[src/rtl/count_arb_pkg.sv]
// -----------------------------------------------------------------------------
// count_arb_pkg
// Holds the items shared by the count_arbiter slice:
//   - state_e    : the FSM state encoding (IDLE, GRANT, RUN, DONE)
//   - LEN_W_DEFAULT : the default burst-length width
// -----------------------------------------------------------------------------
package count_arb_pkg;

  localparam int LEN_W_DEFAULT = 8;

  typedef enum logic [1:0] {
    ST_IDLE  = 2'd0,
    ST_GRANT = 2'd1,
    ST_RUN   = 2'd2,
    ST_DONE  = 2'd3
  } state_e;

endpackage : count_arb_pkg

[src/rtl/count_arbiter_if.sv]
// -----------------------------------------------------------------------------
// count_arbiter_if
// Groups the requester handshake and the counter-facing outputs of
// count_arbiter.
//   req0/req1   : level requests, held until the matching grant
//   len0/len1   : burst lengths, sampled when the request is accepted
//   hold        : stall, no count event while high during RUN
//   gnt0/gnt1   : one-cycle grant pulses
//   done0/done1 : one-cycle completion pulses
//   busy        : arbiter not idle
//   slt/en      : select and enable driven into the shared event counter
// Modports: master = requester/system side, slave = the arbiter.
// -----------------------------------------------------------------------------
interface count_arbiter_if #(
  parameter int LEN_W = count_arb_pkg::LEN_W_DEFAULT
);

  logic             req0;
  logic             req1;
  logic [LEN_W-1:0] len0;
  logic [LEN_W-1:0] len1;
  logic             hold;
  logic             gnt0;
  logic             gnt1;
  logic             done0;
  logic             done1;
  logic             busy;
  logic             slt;
  logic             en;

  modport master (
    output req0, req1, len0, len1, hold,
    input  gnt0, gnt1, done0, done1, busy, slt, en
  );

  modport slave (
    input  req0, req1, len0, len1, hold,
    output gnt0, gnt1, done0, done1, busy, slt, en
  );

endinterface : count_arbiter_if

[src/rtl/rr_pick2.sv]
// -----------------------------------------------------------------------------
// rr_pick2
// Two-way round-robin pick, purely combinational.
//   req[1:0] : pending requests
//   ptr      : channel favoured when both request
//   valid    : at least one request is pending
//   winner   : chosen channel (meaningful only when valid)
// -----------------------------------------------------------------------------
module rr_pick2 (
  input  logic [1:0] req,
  input  logic       ptr,
  output logic       valid,
  output logic       winner
);

  assign valid = |req;

  // A lone request wins outright; the pointer only breaks a tie.
  assign winner = (req == 2'b11) ? ptr : req[1];

endmodule : rr_pick2

[src/rtl/count_arbiter.sv]
// -----------------------------------------------------------------------------
// count_arbiter
// Shares one two-channel event counter between two requesters. A winner is
// picked in round-robin order, granted for one cycle, then En/Slt are driven
// for exactly Len enabled cycles (Hold stalls), and a Done pulse closes the
// burst. The counter's own Reset is left to the system.
//   clk  : rising-edge clock shared with the counter
//   rst  : asynchronous active-high reset
//   bus  : count_arbiter_if slave modport (requests, lengths, hold,
//          grants, dones, busy, slt, en)
// -----------------------------------------------------------------------------
module count_arbiter
  import count_arb_pkg::*;
#(
  parameter int LEN_W = LEN_W_DEFAULT
) (
  input  logic            clk,
  input  logic            rst,
  count_arbiter_if.slave  bus
);

  state_e           state_q, state_d;
  logic             owner_q, owner_d;
  logic             ptr_q,   ptr_d;
  logic [LEN_W-1:0] rem_q,   rem_d;

  logic pick_valid;
  logic pick_winner;

  rr_pick2 u_pick (
    .req    ({bus.req1, bus.req0}),
    .ptr    (ptr_q),
    .valid  (pick_valid),
    .winner (pick_winner)
  );

  // NOTE: every control register is reset so all outputs, which decode from
  // them, drop the moment rst rises; non-blocking assignments keep the
  // register updates order-independent.
  always_ff @(posedge clk or posedge rst) begin
    if (rst) begin
      state_q <= ST_IDLE;
      owner_q <= 1'b0;
      ptr_q   <= 1'b0;
      rem_q   <= '0;
    end else begin
      state_q <= state_d;
      owner_q <= owner_d;
      ptr_q   <= ptr_d;
      rem_q   <= rem_d;
    end
  end

  // NOTE: every value written here is defaulted first so no latch is inferred.
  always_comb begin
    state_d = state_q;
    owner_d = owner_q;
    ptr_d   = ptr_q;
    rem_d   = rem_q;

    case (state_q)
      ST_IDLE: begin
        if (pick_valid) begin
          owner_d = pick_winner;
          rem_d   = pick_winner ? bus.len1 : bus.len0;
          state_d = ST_GRANT;
        end
      end

      ST_GRANT: begin
        state_d = (rem_q == '0) ? ST_DONE : ST_RUN;
      end

      ST_RUN: begin
        // rem_q is at least 1 here, so the decrement cannot wrap.
        if (!bus.hold) begin
          rem_d = rem_q - LEN_W'(1);
          if (rem_q == LEN_W'(1)) begin
            state_d = ST_DONE;
          end
        end
      end

      ST_DONE: begin
        ptr_d   = ~owner_q;
        state_d = ST_IDLE;
      end

      default: begin
        state_d = ST_IDLE;
      end
    endcase
  end

  // Output decode: registered state/owner only, except En which follows Hold.
  assign bus.gnt0  = (state_q == ST_GRANT) && !owner_q;
  assign bus.gnt1  = (state_q == ST_GRANT) &&  owner_q;
  assign bus.done0 = (state_q == ST_DONE)  && !owner_q;
  assign bus.done1 = (state_q == ST_DONE)  &&  owner_q;
  assign bus.busy  = (state_q != ST_IDLE);
  assign bus.slt   = (state_q == ST_RUN)   &&  owner_q;
  assign bus.en    = (state_q == ST_RUN)   && !bus.hold;

endmodule : count_arbiter

[src/flat_wrapper.sv]
// flat-port wrapper written by rule: the top's interface ports become plain ports
module count_arbiter_flat import count_arb_pkg::*;
#(
  parameter int LEN_W = LEN_W_DEFAULT
)
  (clk, rst, bus_req0, bus_req1, bus_len0, bus_len1, bus_hold, bus_gnt0, bus_gnt1, bus_done0, bus_done1, bus_busy, bus_slt, bus_en);
  count_arbiter_if #(.LEN_W(LEN_W)) bus_i ();
  input  logic clk;
  input  logic rst;
  input wire logic [$bits(bus_i.req0)-1:0] bus_req0;
  input wire logic [$bits(bus_i.req1)-1:0] bus_req1;
  input wire logic [$bits(bus_i.len0)-1:0] bus_len0;
  input wire logic [$bits(bus_i.len1)-1:0] bus_len1;
  input wire logic [$bits(bus_i.hold)-1:0] bus_hold;
  output wire logic [$bits(bus_i.gnt0)-1:0] bus_gnt0;
  output wire logic [$bits(bus_i.gnt1)-1:0] bus_gnt1;
  output wire logic [$bits(bus_i.done0)-1:0] bus_done0;
  output wire logic [$bits(bus_i.done1)-1:0] bus_done1;
  output wire logic [$bits(bus_i.busy)-1:0] bus_busy;
  output wire logic [$bits(bus_i.slt)-1:0] bus_slt;
  output wire logic [$bits(bus_i.en)-1:0] bus_en;
  assign bus_i.req0 = bus_req0;
  assign bus_i.req1 = bus_req1;
  assign bus_i.len0 = bus_len0;
  assign bus_i.len1 = bus_len1;
  assign bus_i.hold = bus_hold;
  assign bus_gnt0 = bus_i.gnt0;
  assign bus_gnt1 = bus_i.gnt1;
  assign bus_done0 = bus_i.done0;
  assign bus_done1 = bus_i.done1;
  assign bus_busy = bus_i.busy;
  assign bus_slt = bus_i.slt;
  assign bus_en = bus_i.en;
  count_arbiter #(.LEN_W(LEN_W)) u_core (.clk(clk), .rst(rst), .bus(bus_i));
endmodule
[config.mk]
export PLATFORM = sky130hd
export DESIGN_NAME = count_arbiter_flat
export DESIGN_NICKNAME = d
export VERILOG_FILES = /design/src/rtl/count_arb_pkg.sv /design/src/rtl/count_arbiter_if.sv /design/src/rtl/rr_pick2.sv /design/src/rtl/count_arbiter.sv /design/src/flat_wrapper.sv
export SDC_FILE = /design/constraint.sdc
export NUM_CORES = 1
export LEC_CHECK = 0
export ABC_AREA = 1
export CORE_MARGIN = 5
export CORE_UTILIZATION = 52
export DETAILED_ROUTE_END_ITERATION = 10
export GPL_TIMING_DRIVEN = 0
export HOLD_SLACK_MARGIN = 0.02
export PLACE_DENSITY = 0.94
export RECOVER_POWER = 25
export REMOVE_ABC_BUFFERS = 1
export SYNTH_ARGS = -nofsm -noshare
export SYNTH_HDL_FRONTEND = slang
export SYNTH_SLANG_ARGS = --single-unit
[constraint.sdc]
create_clock -name clk -period 4.1 [get_ports clk]
set_clock_uncertainty 0.05 [all_clocks]
set_input_delay 0.615 -clock clk [delete_from_list [all_inputs] [get_ports clk]]
set_output_delay 0.615 -clock clk [all_outputs]
set_load 0.01 [all_outputs]
==> metrics.cfg <==
[logic_synthesis]
synth_cells = 161
syn_avg_cell_area_um2 = 6.559
synth_area_leaders = dfrtp_1 28%, nand2_1 15%, ha_1 9.5%
syn_area_um2 = 1056
synthDistinctLibCells = 22
synth.top_cell.area_share = 0.2844
yosysTopAreaCell = dfrtp_1
yosysSeqAreaShare = 0.2844
yosys_register_bits = 12
yosysWarnings = 0

[setup_path]
crit_slowest_cell = clkdlybuf4s50_1
crit_top_cell = inv_1
worstSetupEndpointType = output pin
startpoint_type = flip-flop
path_cells = inv_1, ha_1, inv_1, nor2_1, clkdlybuf4s50_1
crit_buf_inv = 3
cpPeakStageDelay_ns = 0.55
cp_top_family = buffers and inverters
cp.arrival_ns = 2.34
cp.required_ns = 3.43
cp_max_fo = 11
path_class = flip-flop to output pin

[routing]
viasPerCell = 5.249
drt_iter0_drc = 57
wl_per_cell_um = 12.66
ant_nets = 0
drc = 0
wirelength_um = 2748
dr.pass1.iters = 4
vias = 1139

[floorplan]
die_w_um = 55.07
dieArea_um2 = 3032
start_util = 0.5438
dieHeight_um = 55.07
rows = 16
core_um2 = 1942
ios = 28

[cts]
cts_tree = yes
holdBufCountCts = 0
cts-root-buf = clkbuf_4
path_clk_slew_ns = 0.09
cts_max_level = 1
postCtsSetupBuffers = 0
cts_buffers = 3
cts.sinks = 12
clk-insertion-delay-late_ns = 0.28
cts_resized = 0
cts_buffer_depth = 2

[final_layout]
nNetsFinal = 220
layoutNonFillerInstCount = 217
n_fill_cell = 165
syn2layout_area_growth_pct = 30.45
layout-drive-gt1-share = 0.08947
final_cell_area_um2 = 1378
diodes = 0

[global_route]
grt_max_degree = 13
grt_pass1_vias = 1127
overflow = 0
antenna_found_initial = 0
grt_first_pass_wirelength_um = 4747
grt_util_all_layers = 0.2172

[timing]
setup_viol = 0
tightestPinTransition_ns = 0.4811
finalMaxSlewViolations = 0
period_needed_ns = 3.004
relSlewSlack = 0.6789
hold_viol_final = 0
tns_ns = 0
max_freq_mhz = 332.9
fin_crit_sh = 0.7328
rsz0062_at_grt = no
worst_slack_ns = 1.096

[power]
p_comb_frac = 0.636
sequentialPowerShare = 0.258
p_per_area_nw_per_um2 = 706.4
clkPwrFrac = 0.106
p_leak_nw = 0.7146
p_total_mw = 0.9731
intPower_mw = 0.4781
swShare = 0.5087
vdd_drop_max_mv = 0.4475
power_switching_mw = 0.4951

[placement]
dpl.hpwl_um = 2157
pre_cts_ws_ns = 1.425
dpl_cell_area_um2 = 1341
numPlacedInstances = 213
place.gp.congestion = 0.9223
port-buffer-count = 27

[worst_hold_path]
hp-class = flip-flop to flip-flop

[job]
cap_violations = 0

[outcome]
status = finished, final reports clean

per-layer routing:
layer  wire length [µm]  track usage  vias to the layer above  part of all wire
met5                  0            0                        -                 0
met4                 61       0.1093                        0             0.022
met3                244      0.02949                       10             0.089
met2               1383       0.3957                       65              0.50
met1               1059       0.2442                      510              0.39
li1                   -            -                      554                 -
cells in the final DEF (no fill, tap or decap), types with 2 or more instances in the layout:
| cell | synthesis | layout |
|---|---|---|
| nor2_1 | 22 | 22 |
| nand3_1 | 18 | 18 |
| clkbuf_4 | 0 | 3 |
| inv_1 | 26 | 26 |
| a21oi_1 | 6 | 6 |
| clkdlybuf4s50_1 | 0 | 26 |
| nand3b_1 | 3 | 3 |
| o21ai_0 | 5 | 5 |
| nor2_2 | 3 | 3 |
| ha_1 | 8 | 8 |
| nand2_2 | 3 | 3 |
| inv_2 | 2 | 2 |
| dfrtp_1 | 12 | 12 |
| nand2_1 | 43 | 43 |
state kept, by name (all words and copies together), names as in the netlist:
name            cells
u_core.rem_q        8
u_core.state_q      2
u_core.owner_q      1
u_core.ptr_q        1
power groups by stage:
stage                     clock network [mW]  registers [mW]  logic [mW]
after CTS                              0.101           0.248       0.614
after detailed placement                   0           0.251       0.597
final                                  0.103           0.251       0.619
after floorplan                            0           0.231       0.434
after global routing                   0.106           0.257       0.688
after global placement                     0           0.242       0.561
Yosys cell counts:
master	instances
nand2_1	43
inv_1	26
nor2_1	22
nand3_1	18
dfrtp_1	12
ha_1	8
a21oi_1	6
o21ai_0	5
nand2_2	3
nand3b_1	3
nor2_2	3
inv_2	2
a22oi_1	1
a31oi_2	1
buf_2	1
clkbuf_8	1
inv_6	1
nand2_4	1
nand3_4	1
nor3_1	1
o21bai_2	1
xnor2_1	1
metrics by stage:
stage,hold slack (ns),utilization
2_1_floorplan,0.4297,-
3_3_place_gp,0.4563,0.6907
3_5_place_dp,0.4848,0.6907
4_1_cts,0.4973,0.7094
5_1_grt,0.5458,0.7094
6_report,0.5061,0.7094
worst min-delay path, cell delays in order, from the launching register on:
cell	delay, ns
dfrtp_1	0.38
inv_1	0.08
a21oi_1	0.07
final timing paths:
path,start,to,slack [ns],cells past startpoint
setup / recovery,u_core.state_q[0],bus_en,1.10,5
hold reg to reg,u_core.ptr_q,u_core.ptr_q,0.51,2
min in group asynchronous,rst,u_core.rem_q[2],0.73,2
max in group asynchronous,rst,u_core.rem_q[0],2.95,2
hold / removal,u_core.ptr_q,u_core.ptr_q,0.51,2
setup reg to reg,u_core.state_q[0],u_core.rem_q[6],1.97,9
area by class of cell:
class / count / area [µm²] / area share
multi-input combinational: 118 / 623.1 / 0.4523
sequential: 12 / 300.3 / 0.2180
timing repair buffer: 27 / 270.3 / 0.1962
inverter: 29 / 113.9 / 0.08265
clock buffer: 4 / 36.28 / 0.02634
tap: 27 / 33.78 / 0.02452
cell families (layout without fill, tap and decap cells):
group / Yosys count / in the layout / share of synthesized area
simple gates: 95 / 95 / 0.4052
buf+inv: 31 / 60 / 0.1256
compound gates: 14 / 14 / 0.08175
flops: 12 / 12 / 0.2844
fa+ha+maj: 8 / 8 / 0.09479
xor+xnor: 1 / 1 / 0.008295
No activity file was read; power rests on OpenSTA's default activity.
